<file path="src/rtl/uart_rx_fifo_pkg.sv">
// Shared types for the UART receiver: parity modes, receiver FSM states,
// the stored frame record and the parity helper.
package uart_pkg;

    localparam int RX_DATA_W = 8;

    typedef enum logic [1:0] {
        NONE = 2'd0,
        ODD  = 2'd1,
        EVEN = 2'd2
    } parity_e;

    typedef enum logic [2:0] {
        IDLE,
        START,
        DATA,
        PARITY,
        STOP,
        BRK_WAIT
    } rx_state_e;

    typedef struct packed {
        logic [RX_DATA_W-1:0] data;
        logic                 perr;
        logic                 ferr;
    } rx_frame_t;

    // Parity bit the transmitter should have sent for the given data word.
    // Data narrower than 9 bits is zero-extended, which leaves the XOR unchanged.
    function automatic logic parity_calc(input logic [8:0] data, input parity_e mode);
        logic x;
        x = ^data;
        return (mode == ODD) ? ~x : x;
    endfunction

endpackage

</file>
<file path="src/rtl/uart_rx_fifo_if.sv">
// Ready/valid output stream of the UART receiver FIFO.
// master: the receiver driving head-of-FIFO data; slave: the consumer.
interface uart_rx_fifo_if #(
    parameter int BITS_N = 8
);
    logic [BITS_N-1:0] data_out;
    logic              parity_error;
    logic              framing_error;
    logic              valid_out;
    logic              ready_in;

    modport master (
        output data_out,
        output parity_error,
        output framing_error,
        output valid_out,
        input  ready_in
    );

    modport slave (
        input  data_out,
        input  parity_error,
        input  framing_error,
        input  valid_out,
        output ready_in
    );
endinterface

</file>
<file path="src/rtl/uart_rx_fifo_sync_fifo.sv">
// Generic synchronous show-ahead FIFO with occupancy count.
// A write while full is accepted only if a read happens in the same cycle.
module sync_fifo #(
    parameter int WIDTH = 10,
    parameter int DEPTH = 8
) (
    input  logic                     clk,
    input  logic                     rst,
    input  logic                     wr_en,
    input  logic [WIDTH-1:0]         wr_data,
    input  logic                     rd_en,
    output logic [WIDTH-1:0]         rd_data,
    output logic                     full,
    output logic                     empty,
    output logic [$clog2(DEPTH):0]   count
);
    localparam int AW = $clog2(DEPTH);

    logic [WIDTH-1:0] mem [DEPTH];
    logic [AW-1:0]    wr_ptr;
    logic [AW-1:0]    rd_ptr;
    logic             do_wr;
    logic             do_rd;

    assign empty   = (count == '0);
    assign full    = (count == (AW+1)'(DEPTH));
    assign do_rd   = rd_en & ~empty;
    assign do_wr   = wr_en & (~full | do_rd);
    assign rd_data = mem[rd_ptr];

    // Pointer and occupancy bookkeeping; pointers wrap naturally at DEPTH.
    always_ff @(posedge clk) begin
        if (rst) begin
            wr_ptr <= '0;
            rd_ptr <= '0;
            count  <= '0;
        end else begin
            if (do_wr) wr_ptr <= wr_ptr + 1'b1;
            if (do_rd) rd_ptr <= rd_ptr + 1'b1;
            case ({do_wr, do_rd})
                2'b10:   count <= count + 1'b1;
                2'b01:   count <= count - 1'b1;
                default: count <= count;
            endcase
        end
    end

    // Storage array; contents need no reset since count gates visibility.
    always_ff @(posedge clk) begin
        if (do_wr) mem[wr_ptr] <= wr_data;
    end

endmodule

</file>
<file path="src/rtl/uart_rx_fifo.sv">
// UART receiver with runtime baud divisor, oversampled 3-sample majority
// vote, optional parity, 1/2 stop bits, framing-error and break detection,
// feeding a show-ahead frame FIFO with ready/valid output.
// Optional idle-timeout feature: define UART_RX_TIMEOUT_EN.
module uart_rx_fifo
    import uart_pkg::*;
#(
    parameter int BITS_N      = 8,
    parameter int PARITY_TYPE = 0,
    parameter int STOP_BITS   = 1,
    parameter int OVERSAMPLE  = 16,
    parameter int DIV_W       = 16,
    parameter int FIFO_DEPTH  = 8
) (
    input  logic                          clk,
    input  logic                          rst,
    input  logic [DIV_W-1:0]              baud_div,
    input  logic                          uart_in,
    uart_rx_fifo_if.master                rx_o,
    output logic [$clog2(FIFO_DEPTH):0]   fifo_count,
    output logic                          overrun,
    output logic                          break_det,
    output logic                          rx_idle_timeout
);
    localparam int OS_W    = $clog2(OVERSAMPLE);
    localparam int CNT_W   = 4;
    localparam int FRAME_W = $bits(rx_frame_t) - RX_DATA_W + BITS_N;
    localparam bit PAR_EN  = (PARITY_TYPE != 0);
    localparam parity_e PAR_MODE = parity_e'(2'(PARITY_TYPE));

    localparam logic [OS_W-1:0]  OS_S0     = OS_W'(OVERSAMPLE/2 - 1);
    localparam logic [OS_W-1:0]  OS_S1     = OS_W'(OVERSAMPLE/2);
    localparam logic [OS_W-1:0]  OS_S2     = OS_W'(OVERSAMPLE/2 + 1);
    localparam logic [OS_W-1:0]  OS_LAST   = OS_W'(OVERSAMPLE - 1);
    localparam logic [CNT_W-1:0] BIT_LAST  = CNT_W'(BITS_N - 1);
    localparam logic [CNT_W-1:0] STOP_LAST = CNT_W'(STOP_BITS - 1);

    logic               rx_meta, rx_s, rx_prev;
    logic [DIV_W-1:0]   div_q, tick_cnt;
    logic               tick, mid_tick, end_tick;
    logic [OS_W-1:0]    os_cnt;
    logic [CNT_W-1:0]   bit_cnt;
    logic               s0, s1, samp;
    logic [BITS_N-1:0]  data_sh;
    logic               par_bit, ferr_q, perr_now, is_break;
    rx_state_e          state, state_n;
    logic               start_go, shift_en, par_smp, stop_smp, frame_done;
    logic               push_now, brk_now;
    logic               push_vld_p1;
    logic [FRAME_W-1:0] frame_p1;
    logic [FRAME_W-1:0] head;
    logic               fifo_full, fifo_empty, pop;

    assign tick     = (tick_cnt == div_q);
    assign mid_tick = tick && (os_cnt == OS_S2);
    assign end_tick = tick && (os_cnt == OS_LAST);
    assign samp     = (s0 & s1) | (s0 & rx_s) | (s1 & rx_s);
    assign is_break = (data_sh == '0) && (!PAR_EN || !par_bit) && !samp;
    assign perr_now = PAR_EN && (par_bit != parity_calc(9'(data_sh), PAR_MODE));
    assign pop      = rx_o.ready_in & ~fifo_empty;

    // Two-flop synchroniser plus previous-value flop for start-edge detection.
    always_ff @(posedge clk) begin
        if (rst) begin
            rx_meta <= 1'b1;
            rx_s    <= 1'b1;
            rx_prev <= 1'b1;
        end else begin
            rx_meta <= uart_in;
            rx_s    <= rx_meta;
            rx_prev <= rx_s;
        end
    end

    // Oversample tick generator; divisor is frozen for the whole frame.
    always_ff @(posedge clk) begin
        if (rst) begin
            tick_cnt <= '0;
            div_q    <= '0;
        end else if (start_go) begin
            tick_cnt <= '0;
            div_q    <= baud_div;
        end else if (tick) begin
            tick_cnt <= '0;
        end else begin
            tick_cnt <= tick_cnt + 1'b1;
        end
    end

    // FSM state register.
    always_ff @(posedge clk) begin
        if (rst) state <= IDLE;
        else     state <= state_n;
    end

    // FSM next-state logic.
    always_comb begin
        state_n = state;
        unique case (state)
            IDLE:     if (rx_prev && !rx_s) state_n = START;
            START:    if (mid_tick && samp) state_n = IDLE;
                      else if (end_tick)    state_n = DATA;
            DATA:     if (end_tick && bit_cnt == BIT_LAST)
                          state_n = PAR_EN ? PARITY : STOP;
            PARITY:   if (end_tick) state_n = STOP;
            STOP:     if (mid_tick && bit_cnt == STOP_LAST)
                          state_n = (is_break || ferr_q || !samp) ? BRK_WAIT : IDLE;
            BRK_WAIT: if (tick && rx_s && os_cnt == OS_LAST) state_n = IDLE;
            default:  state_n = IDLE;
        endcase
    end

    // FSM outputs: per-state sampling strobes and end-of-frame decisions.
    always_comb begin
        start_go   = 1'b0;
        shift_en   = 1'b0;
        par_smp    = 1'b0;
        stop_smp   = 1'b0;
        frame_done = 1'b0;
        case (state)
            IDLE:    start_go = rx_prev & ~rx_s;
            DATA:    shift_en = mid_tick;
            PARITY:  par_smp  = mid_tick;
            STOP: begin
                stop_smp   = mid_tick;
                frame_done = mid_tick && (bit_cnt == STOP_LAST);
            end
            default: ;
        endcase
        push_now = frame_done & ~is_break;
        brk_now  = frame_done &  is_break;
    end

    // Oversample/bit counters; BRK_WAIT reuses os_cnt to time a full high bit.
    always_ff @(posedge clk) begin
        if (rst) begin
            os_cnt  <= '0;
            bit_cnt <= '0;
        end else if (state_n != state) begin
            os_cnt  <= '0;
            bit_cnt <= '0;
        end else if (tick) begin
            if (os_cnt == OS_LAST || (state == BRK_WAIT && !rx_s)) os_cnt <= '0;
            else                                                   os_cnt <= os_cnt + 1'b1;
            if (end_tick && (state == DATA || state == STOP))      bit_cnt <= bit_cnt + 1'b1;
        end
    end

    // Sample capture and frame assembly (data path, no reset).
    always_ff @(posedge clk) begin
        if (tick && os_cnt == OS_S0) s0 <= rx_s;
        if (tick && os_cnt == OS_S1) s1 <= rx_s;
        if (shift_en) data_sh <= {samp, data_sh[BITS_N-1:1]};
        if (par_smp)  par_bit <= samp;
        if (start_go)                ferr_q <= 1'b0;
        else if (stop_smp && !samp)  ferr_q <= 1'b1;
        if (push_now) frame_p1 <= {data_sh, perr_now, ferr_q | ~samp};
    end

    // Stage p1: push strobe, break and overrun pulses.
    always_ff @(posedge clk) begin
        if (rst) begin
            push_vld_p1 <= 1'b0;
            break_det   <= 1'b0;
            overrun     <= 1'b0;
        end else begin
            push_vld_p1 <= push_now;
            break_det   <= brk_now;
            overrun     <= push_vld_p1 & fifo_full & ~pop;
        end
    end

    sync_fifo #(
        .WIDTH (FRAME_W),
        .DEPTH (FIFO_DEPTH)
    ) u_fifo (
        .clk     (clk),
        .rst     (rst),
        .wr_en   (push_vld_p1),
        .wr_data (frame_p1),
        .rd_en   (rx_o.ready_in),
        .rd_data (head),
        .full    (fifo_full),
        .empty   (fifo_empty),
        .count   (fifo_count)
    );

    assign rx_o.valid_out     = ~fifo_empty;
    assign rx_o.data_out      = fifo_empty ? '0 : head[FRAME_W-1:2];
    assign rx_o.parity_error  = ~fifo_empty & head[1];
    assign rx_o.framing_error = ~fifo_empty & head[0];

`ifdef UART_RX_TIMEOUT_EN
    localparam int TO_LIMIT = 4 * (1 + BITS_N + (PAR_EN ? 1 : 0) + STOP_BITS) * OVERSAMPLE;
    localparam int TO_W     = $clog2(TO_LIMIT + 1);

    logic [TO_W-1:0] to_cnt;

    // Idle timeout: count ticks in IDLE with data waiting, saturate at the limit.
    always_ff @(posedge clk) begin
        if (rst) begin
            to_cnt          <= '0;
            rx_idle_timeout <= 1'b0;
        end else begin
            rx_idle_timeout <= 1'b0;
            if (start_go || pop) begin
                to_cnt <= '0;
            end else if (state == IDLE && !fifo_empty && tick && to_cnt != TO_W'(TO_LIMIT)) begin
                to_cnt <= to_cnt + 1'b1;
                if (to_cnt == TO_W'(TO_LIMIT - 1)) rx_idle_timeout <= 1'b1;
            end
        end
    end
`else
    assign rx_idle_timeout = 1'b0;
`endif

endmodule

</file>
<file path="src/flat_wrapper.sv">
// flat-port wrapper written by rule: the top's interface ports become plain ports
module uart_rx_fifo_flat import uart_pkg::*;
#(
    parameter int BITS_N      = 8,
    parameter int PARITY_TYPE = 0,
    parameter int STOP_BITS   = 1,
    parameter int OVERSAMPLE  = 16,
    parameter int DIV_W       = 16,
    parameter int FIFO_DEPTH  = 8
)
  (clk, rst, baud_div, uart_in, fifo_count, overrun, break_det, rx_idle_timeout, rx_o_data_out, rx_o_parity_error, rx_o_framing_error, rx_o_valid_out, rx_o_ready_in);
  uart_rx_fifo_if #(.BITS_N(BITS_N)) rx_o_i ();
  input  logic clk;
  input  logic rst;
  input  logic [DIV_W-1:0] baud_div;
  input  logic uart_in;
  output logic [$clog2(FIFO_DEPTH):0] fifo_count;
  output logic overrun;
  output logic break_det;
  output logic rx_idle_timeout;
  output wire logic [$bits(rx_o_i.data_out)-1:0] rx_o_data_out;
  output wire logic [$bits(rx_o_i.parity_error)-1:0] rx_o_parity_error;
  output wire logic [$bits(rx_o_i.framing_error)-1:0] rx_o_framing_error;
  output wire logic [$bits(rx_o_i.valid_out)-1:0] rx_o_valid_out;
  input wire logic [$bits(rx_o_i.ready_in)-1:0] rx_o_ready_in;
  assign rx_o_data_out = rx_o_i.data_out;
  assign rx_o_parity_error = rx_o_i.parity_error;
  assign rx_o_framing_error = rx_o_i.framing_error;
  assign rx_o_valid_out = rx_o_i.valid_out;
  assign rx_o_i.ready_in = rx_o_ready_in;
  uart_rx_fifo #(.BITS_N(BITS_N), .PARITY_TYPE(PARITY_TYPE), .STOP_BITS(STOP_BITS), .OVERSAMPLE(OVERSAMPLE), .DIV_W(DIV_W), .FIFO_DEPTH(FIFO_DEPTH)) u_core (.clk(clk), .rst(rst), .baud_div(baud_div), .uart_in(uart_in), .rx_o(rx_o_i), .fifo_count(fifo_count), .overrun(overrun), .break_det(break_det), .rx_idle_timeout(rx_idle_timeout));
endmodule
</file>
<file path="config.mk">
export PLATFORM = sky130hd
export DESIGN_NAME = uart_rx_fifo_flat
export DESIGN_NICKNAME = d
export VERILOG_FILES = /design/src/rtl/uart_rx_fifo_pkg.sv /design/src/rtl/uart_rx_fifo_if.sv /design/src/rtl/uart_rx_fifo_sync_fifo.sv /design/src/rtl/uart_rx_fifo.sv /design/src/flat_wrapper.sv
export SDC_FILE = /design/constraint.sdc
export NUM_CORES = 1
export LEC_CHECK = 0
export ABC_AREA = 1
export BUFFER_PORTS_ARGS = -buffer_cell sky130_fd_sc_hd__buf_2
export CAP_MARGIN = 10
export CORE_MARGIN = 2
export CORE_UTILIZATION = 25
export DETAILED_ROUTE_END_ITERATION = 12
export GPL_TIMING_DRIVEN = 0
export PLACE_DENSITY = 0.48
export SLEW_MARGIN = 20
export SYNTH_ARGS = -nofsm -noshare
export SYNTH_HDL_FRONTEND = slang
export SYNTH_SLANG_ARGS = --single-unit
export TNS_END_PERCENT = 1
</file>
<file path="constraint.sdc">
create_clock -name clk -period 2.9 [get_ports clk]
set_clock_uncertainty 0.1 [all_clocks]
set_input_delay 0.29 -clock clk [delete_from_list [all_inputs] [get_ports clk]]
set_output_delay 0.29 -clock clk [all_outputs]
set_load 0.01 [all_outputs]
</file>
Word-level counts from Yosys, hierarchy flattened. Memories as Yosys holds them, arrays and structs flattened. A register that Yosys moved wholly into a read port is not among the register bits. Cells that the tools add are included.

Bits in registers: 79. Bits in latches: 0. RAM bits: 72. Memory bits (read-only): 0. Input bits: 20. Output and inout bits: 18. Word-level logic and storage cells: 112. Memories kept: 1.

Add/sub/neg operators: 7. Multipliers: 0. Divide/modulo/power cells: 0. Order comparisons: 0. Eq/ne operators: 15. Shift operators: 0. Multiplexer cells: 20. Bitwise operators: 22. Reductions and logical operators: 28.

Memory list: u_core.u_fifo.mem (depth 8, width 9, read ports 1, clocked after memory_dff 1, write ports 1, line uart_rx_fifo_sync_fifo.sv:19) `logic [WIDTH-1:0] mem [DEPTH];`.

Operators by type and width (number): $mux 3 (10); $pmux 3 s6 (1); $add 16x1->16 const B (1); $eq 16x16->1 (1); $eq 4x4->1 const B (4); $logic_and 1x1->1 (14); $add 4x1->4 const B (3); $and 1x1->1 (11); $eq 4x3->1 const B (2); $logic_not 4->1 (2); $logic_not 8->1 (1); $mux 8 (1); $pmux 4 s2 (1); $add 3x1->3 const B (2); $eq 3x2->1 const B (2); $eq 3x3->1 const B (2); $mux 1 (6); $not 1->1 (6); $logic_or 1x1->1 (4); $mux 4 (1); $or 1x1->1 (4); $sub 4x1->4 const B (1); $eq 3x1->1 const B (1); $logic_not 3->1 (1); other kinds (9) (10).

Logic depth before layout (Yosys ltp).
Depth in word-level cells: 12. Depth in mapped cells: 16. Mapped depth without buffers: 16.

Hierarchy. A second synthesis with hierarchy kept.

Cells, all modules: 743. Area, all modules: 7163.1 µm².

By module, submodules not included: sync_fifo (times used 1, cells each 300, area each 3799.9 µm², seq. area each 2662.6 µm²); uart_rx_fifo (times used 1, cells each 443, area each 3363.2 µm², seq. area each 1571.5 µm²).

Worst setup path after synthesis. Ideal clock, no wire load.

Path kind: register -> register. Start: register u_core.tick_cnt[14]. End: register u_core.frame_p1[0] (enable). Library setup time: 399 ps. Arrival: 2118 ps. Required time: 2401 ps. Path slack: 283 ps. Stages on the path, launching flop included: 11. Buffers on the path: 0. Period minus slack after synthesis: 2617 ps. Cells stage by stage: dfxtp_1 -> inv_2 -> nand2_1 -> nand2_1 -> inv_1 -> nand2_1 -> nor2_1 -> nand2_4 -> nor2_8 -> nand2_1 -> nor4_1.

Cells in the longest elaborated chain, start to end: 5.

RTL lines: start, declared (line uart_rx_fifo.sv:39) `logic [DIV_W-1:0] div_q, tick_cnt;`; start signal, assigned (line uart_rx_fifo.sv:86) `tick_cnt <= tick_cnt + 1'b1;`; $eq 16x16->1 (line uart_rx_fifo.sv:54) `assign tick = (tick_cnt == div_q);`; $logic_and 1x1->1 (line uart_rx_fifo.sv:55) `assign mid_tick = tick && (os_cnt == OS_S2);`; $logic_and 1x1->1 (line uart_rx_fifo.sv:126) `frame_done = mid_tick && (bit_cnt == STOP_LAST);`; $mux 1 (line uart_rx_fifo.sv:120) `case (state)`; $and 1x1->1 (line uart_rx_fifo.sv:130) `push_now = frame_done & ~is_break;`; net u_core.push_now (line uart_rx_fifo.sv:48) `logic push_now, brk_now;`; end signal, assigned (line uart_rx_fifo.sv:157) `if (push_now) frame_p1 <= {data_sh, perr_now, ferr_q | ~samp};`; end, declared (line uart_rx_fifo.sv:50) `logic [FRAME_W-1:0] frame_p1;`.

The timed path passes the listed nets, and every way through them passes these cells. A chain may end at the register's enable or synchronous reset.

==> impl_metrics.tcl <==
set metrics [dict create \
    status "finished, final reports clean" \
    p_per_area_nw_per_um2 732 \
    io_pins 38 \
    critPathLaunchType "flop" \
    hpwl_um 10500 \
    grt_max_degree 19 \
    p_seq_share_pct 40.9 \
    drc 0 \
    dp_slack_ns 0.314 \
    postCtsSetupRepairBufs 0 \
    drive_gt1_share_pct 17.2 \
    die_x_um 169 \
    placed_area_sq_um 7380 \
    synth_seq_cells 154 \
    cts_buffer_depth 2 \
    clock_latency_ns 0.43 \
    p_comb_share_pct 21.5 \
    maxSlewViolCount 0 \
    switching_share_pct 32.8 \
    drt_iter0_markers 218 \
    grt_overflow_total 0 \
    slew_headroom_pct 37.4 \
    leakage_nw 2.95 \
    cp_max_fo 10 \
    antenna_cells 0 \
    setup.worst_path.end_class "output pin" \
    holdPathEnd "u_core.div_q[13]$_SDFFE_PP0P_" \
    tightest_slew_ns 0.935 \
    power.switching_w 0.00193 \
    cts_root_buf "clkbuf_16" \
    r2r_end "u_core.u_fifo.count[3]$_SDFFE_PP0P_" \
    crit_arrival_ns 2.33 \
    yosysSeqAreaShare_pct 59.0 \
    setup_slack_ns 0.181 \
    ctsHtreeMaxLevel 4 \
    vias 4709 \
    min_path_cells 3 \
    die_h_um 169 \
    peakVddDrop_mv 0.274 \
    fin_crit_sh_pct 93.8 \
    fmax_mhz 368 \
    p_total_w 0.00587 \
    wirelength_um 14500 \
    fillers 2792 \
    synth_cell_types 45 \
    fin_hold_ws_ns 0.0346 \
    timing.rr.start "u_core.u_fifo.count[1]$_SDFFE_PP0P_" \
    place.gp.congestion 0.777 \
    dieArea_sq_um 28400 \
    final_common_cell "nor2_1" \
    worstHoldStart "baud_div[13]" \
    grt_first_pass_wirelength_um 23800 \
    p_int_w 0.00394 \
    hold_viol 0 \
    synth_area_per_cell_sq_um 9.53 \
    core_area_sq_um 26800 \
    synth_cells 710 \
    drv_cap 0 \
    track_usage_pct 10.8 \
    antenna_found_initial 0 \
    cts.reportedPaths.clkPinSlew_ns 0.07 \
    final_cell_mix "nor2_1 (107), nand2_1 (106), edfxtp_1 (91)" \
    rows 60 \
    finalSetupTns_ns 0 \
    power_frac_clock_pct 37.6 \
    portBuffers 34 \
    final_antenna_net_count 0 \
    cts_buffers 17 \
    first_pass_iters 4 \
    netlist_area_sq_um 6770 \
    final_area_sq_um 8020 \
    rsz0062_at_grt "no" \
    initial_utilization_pct 25.3 \
    required_ns 2.51 \
    setup.worst_path.class "flop to output pin" \
    cts_tree "yes" \
    areaGrowthSynthToFinish_pct 18.4 \
    clkSinkCount 154 \
    hold_class "input port to flop" \
    routedWlPerCell_um 12.9 \
    r2r_cells 15 \
    min_period_ns 2.72 \
    reg2reg_slack_ns 0.43 \
    nets 799 \
    grt_pass1_vias 4587 \
    finalSetupViolCount 0 \
    synth_warnings 0 \
    viasPerCell 4.20 \
]
==> synthesized netlist by cell type, drive strengths merged <==
cell type | count | area (sq um)
nor2 | 126 | 569
nand2 | 118 | 495
edfxtp | 91 | 2730
inv | 85 | 319
o21ai | 69 | 345
dfxtp | 63 | 1260
a21oi | 40 | 204
nand3 | 19 | 118
clkbuf | 17 | 63.8
a31oi | 12 | 75.1
ha | 11 | 138
o22ai | 9 | 56.3
nand4 | 7 | 50.1
xor2 | 6 | 52.6
nor3 | 5 | 30.0
nor4 | 5 | 43.8
buf | 4 | 31.3
nor3b | 3 | 22.5
o21a | 3 | 22.5
o21bai | 3 | 22.5
or2 | 2 | 12.5
or4 | 2 | 15.0
xnor2 | 2 | 17.5
a211oi | 1 | 7.51
and2 | 1 | 8.76
and3 | 1 | 6.26
clkinv | 1 | 3.75
conb | 1 | 3.75
fa | 1 | 20.0
mux2 | 1 | 11.3
o211a | 1 | 10.0
==> worst max-delay path: stages, from the launching register on <==
cell,delay (ns)
dfxtp_1,0.30
clkbuf_1,0.35
inv_1,0.26
clkbuf_2,0.24
nor2_1,0.12
o22ai_1,0.09
o21ai_0,0.29
a31oi_1,0.07
buf_2,0.17
==> stage by stage <==
step                std cells  util (%)
global route             1121      29.9
global placement         1086      27.5
detailed placement       1087      27.5
finish                   1121      29.9
CTS                      1121      29.9
floorplan                 711         -
==> sequential cells by signal, indices dropped and copies added, names as in the netlist, 3 cells and up, named ones only <==
name,cells
u_core.os_cnt,4
u_core.u_fifo.wr_ptr,3
u_core.bit_cnt,4
u_core.u_fifo.rd_ptr,3
u_core.frame_p1,9
u_core.tick_cnt,16
u_core.state,3
u_core.u_fifo.count,4
u_core.div_q,16
u_core.data_sh,8
u_core.u_fifo.mem,72
==> area by class of cell <==
type                       count  area (sq um)  share of cell area (%)
clock inverter                15           173                    2.15
buffer                        21           101                    1.26
clock buffer                  17           425                    5.31
multi-input combinational    450          2370                    29.6
inverter                      86           323                    4.03
tap                          341           427                    5.32
timing repair buffer          37           198                    2.47
sequential                   154          3990                    49.8
==> routing by layer <==
metal | part of all wire (%) | GRT usage [%] | vias to the layer above
met1 | 49 | 13.6 | 2138
li1 | - | - | 2497
met4 | 1.4 | 3.86 | 0
met3 | 2.5 | 2.71 | 17
met5 | 0 | 0 | -
met2 | 47 | 18.0 | 57
==> worst max-delay path by stage <==
stage	depth (start not counted)	end	start
2_1_floorplan	10	u_core.frame_p1[0]$_DFFE_PP_	u_core.tick_cnt[14]$_SDFF_PP0_
3_3_place_gp	9	u_core.frame_p1[7]$_DFFE_PP_	u_core.tick_cnt[12]$_SDFF_PP0_
3_5_place_dp	15	u_core.u_fifo.count[3]$_SDFFE_PP0P_	u_core.u_fifo.count[1]$_SDFFE_PP0P_
4_1_cts	8	rx_o_data_out[4]	flop
5_1_grt	7	rx_o_data_out[6]	flop
6_report	8	rx_o_framing_error	flop
==> timing repair <==
item | 4_1_cts | 5_1_grt
hold buffers | 2 | 0
gates resized for setup | 3 | 7
endpoints found under the hold margin | 6 | 0
setup endpoints to repair | 1 | 10
==> power by group through the flow <==
stage	sequential (W)	combinational [W]	clock [W]
floorplan	0.00245	0.000835	0
global placement	0.00245	0.00126	0
detailed placement	0.00245	0.00126	0
CTS	0.00240	0.00128	0.00228
global route	0.00241	0.00142	0.00238
finish	0.00240	0.00126	0.00221
==> cells by family after synthesis <==
group | Yosys count | share of synthesized area (%)
adders and majority gates | 12 | 2.33
xor gates and xnor gates | 8 | 1.04
muxes | 1 | 0.166
buffers and inverters | 107 | 6.17
DFF | 154 | 59.0
other | 1 | 0.0554
AOI/OAI and AO/OA | 138 | 11.0
and+or+nand+nor | 289 | 20.3
No activity file was read; power rests on OpenSTA's default activity.
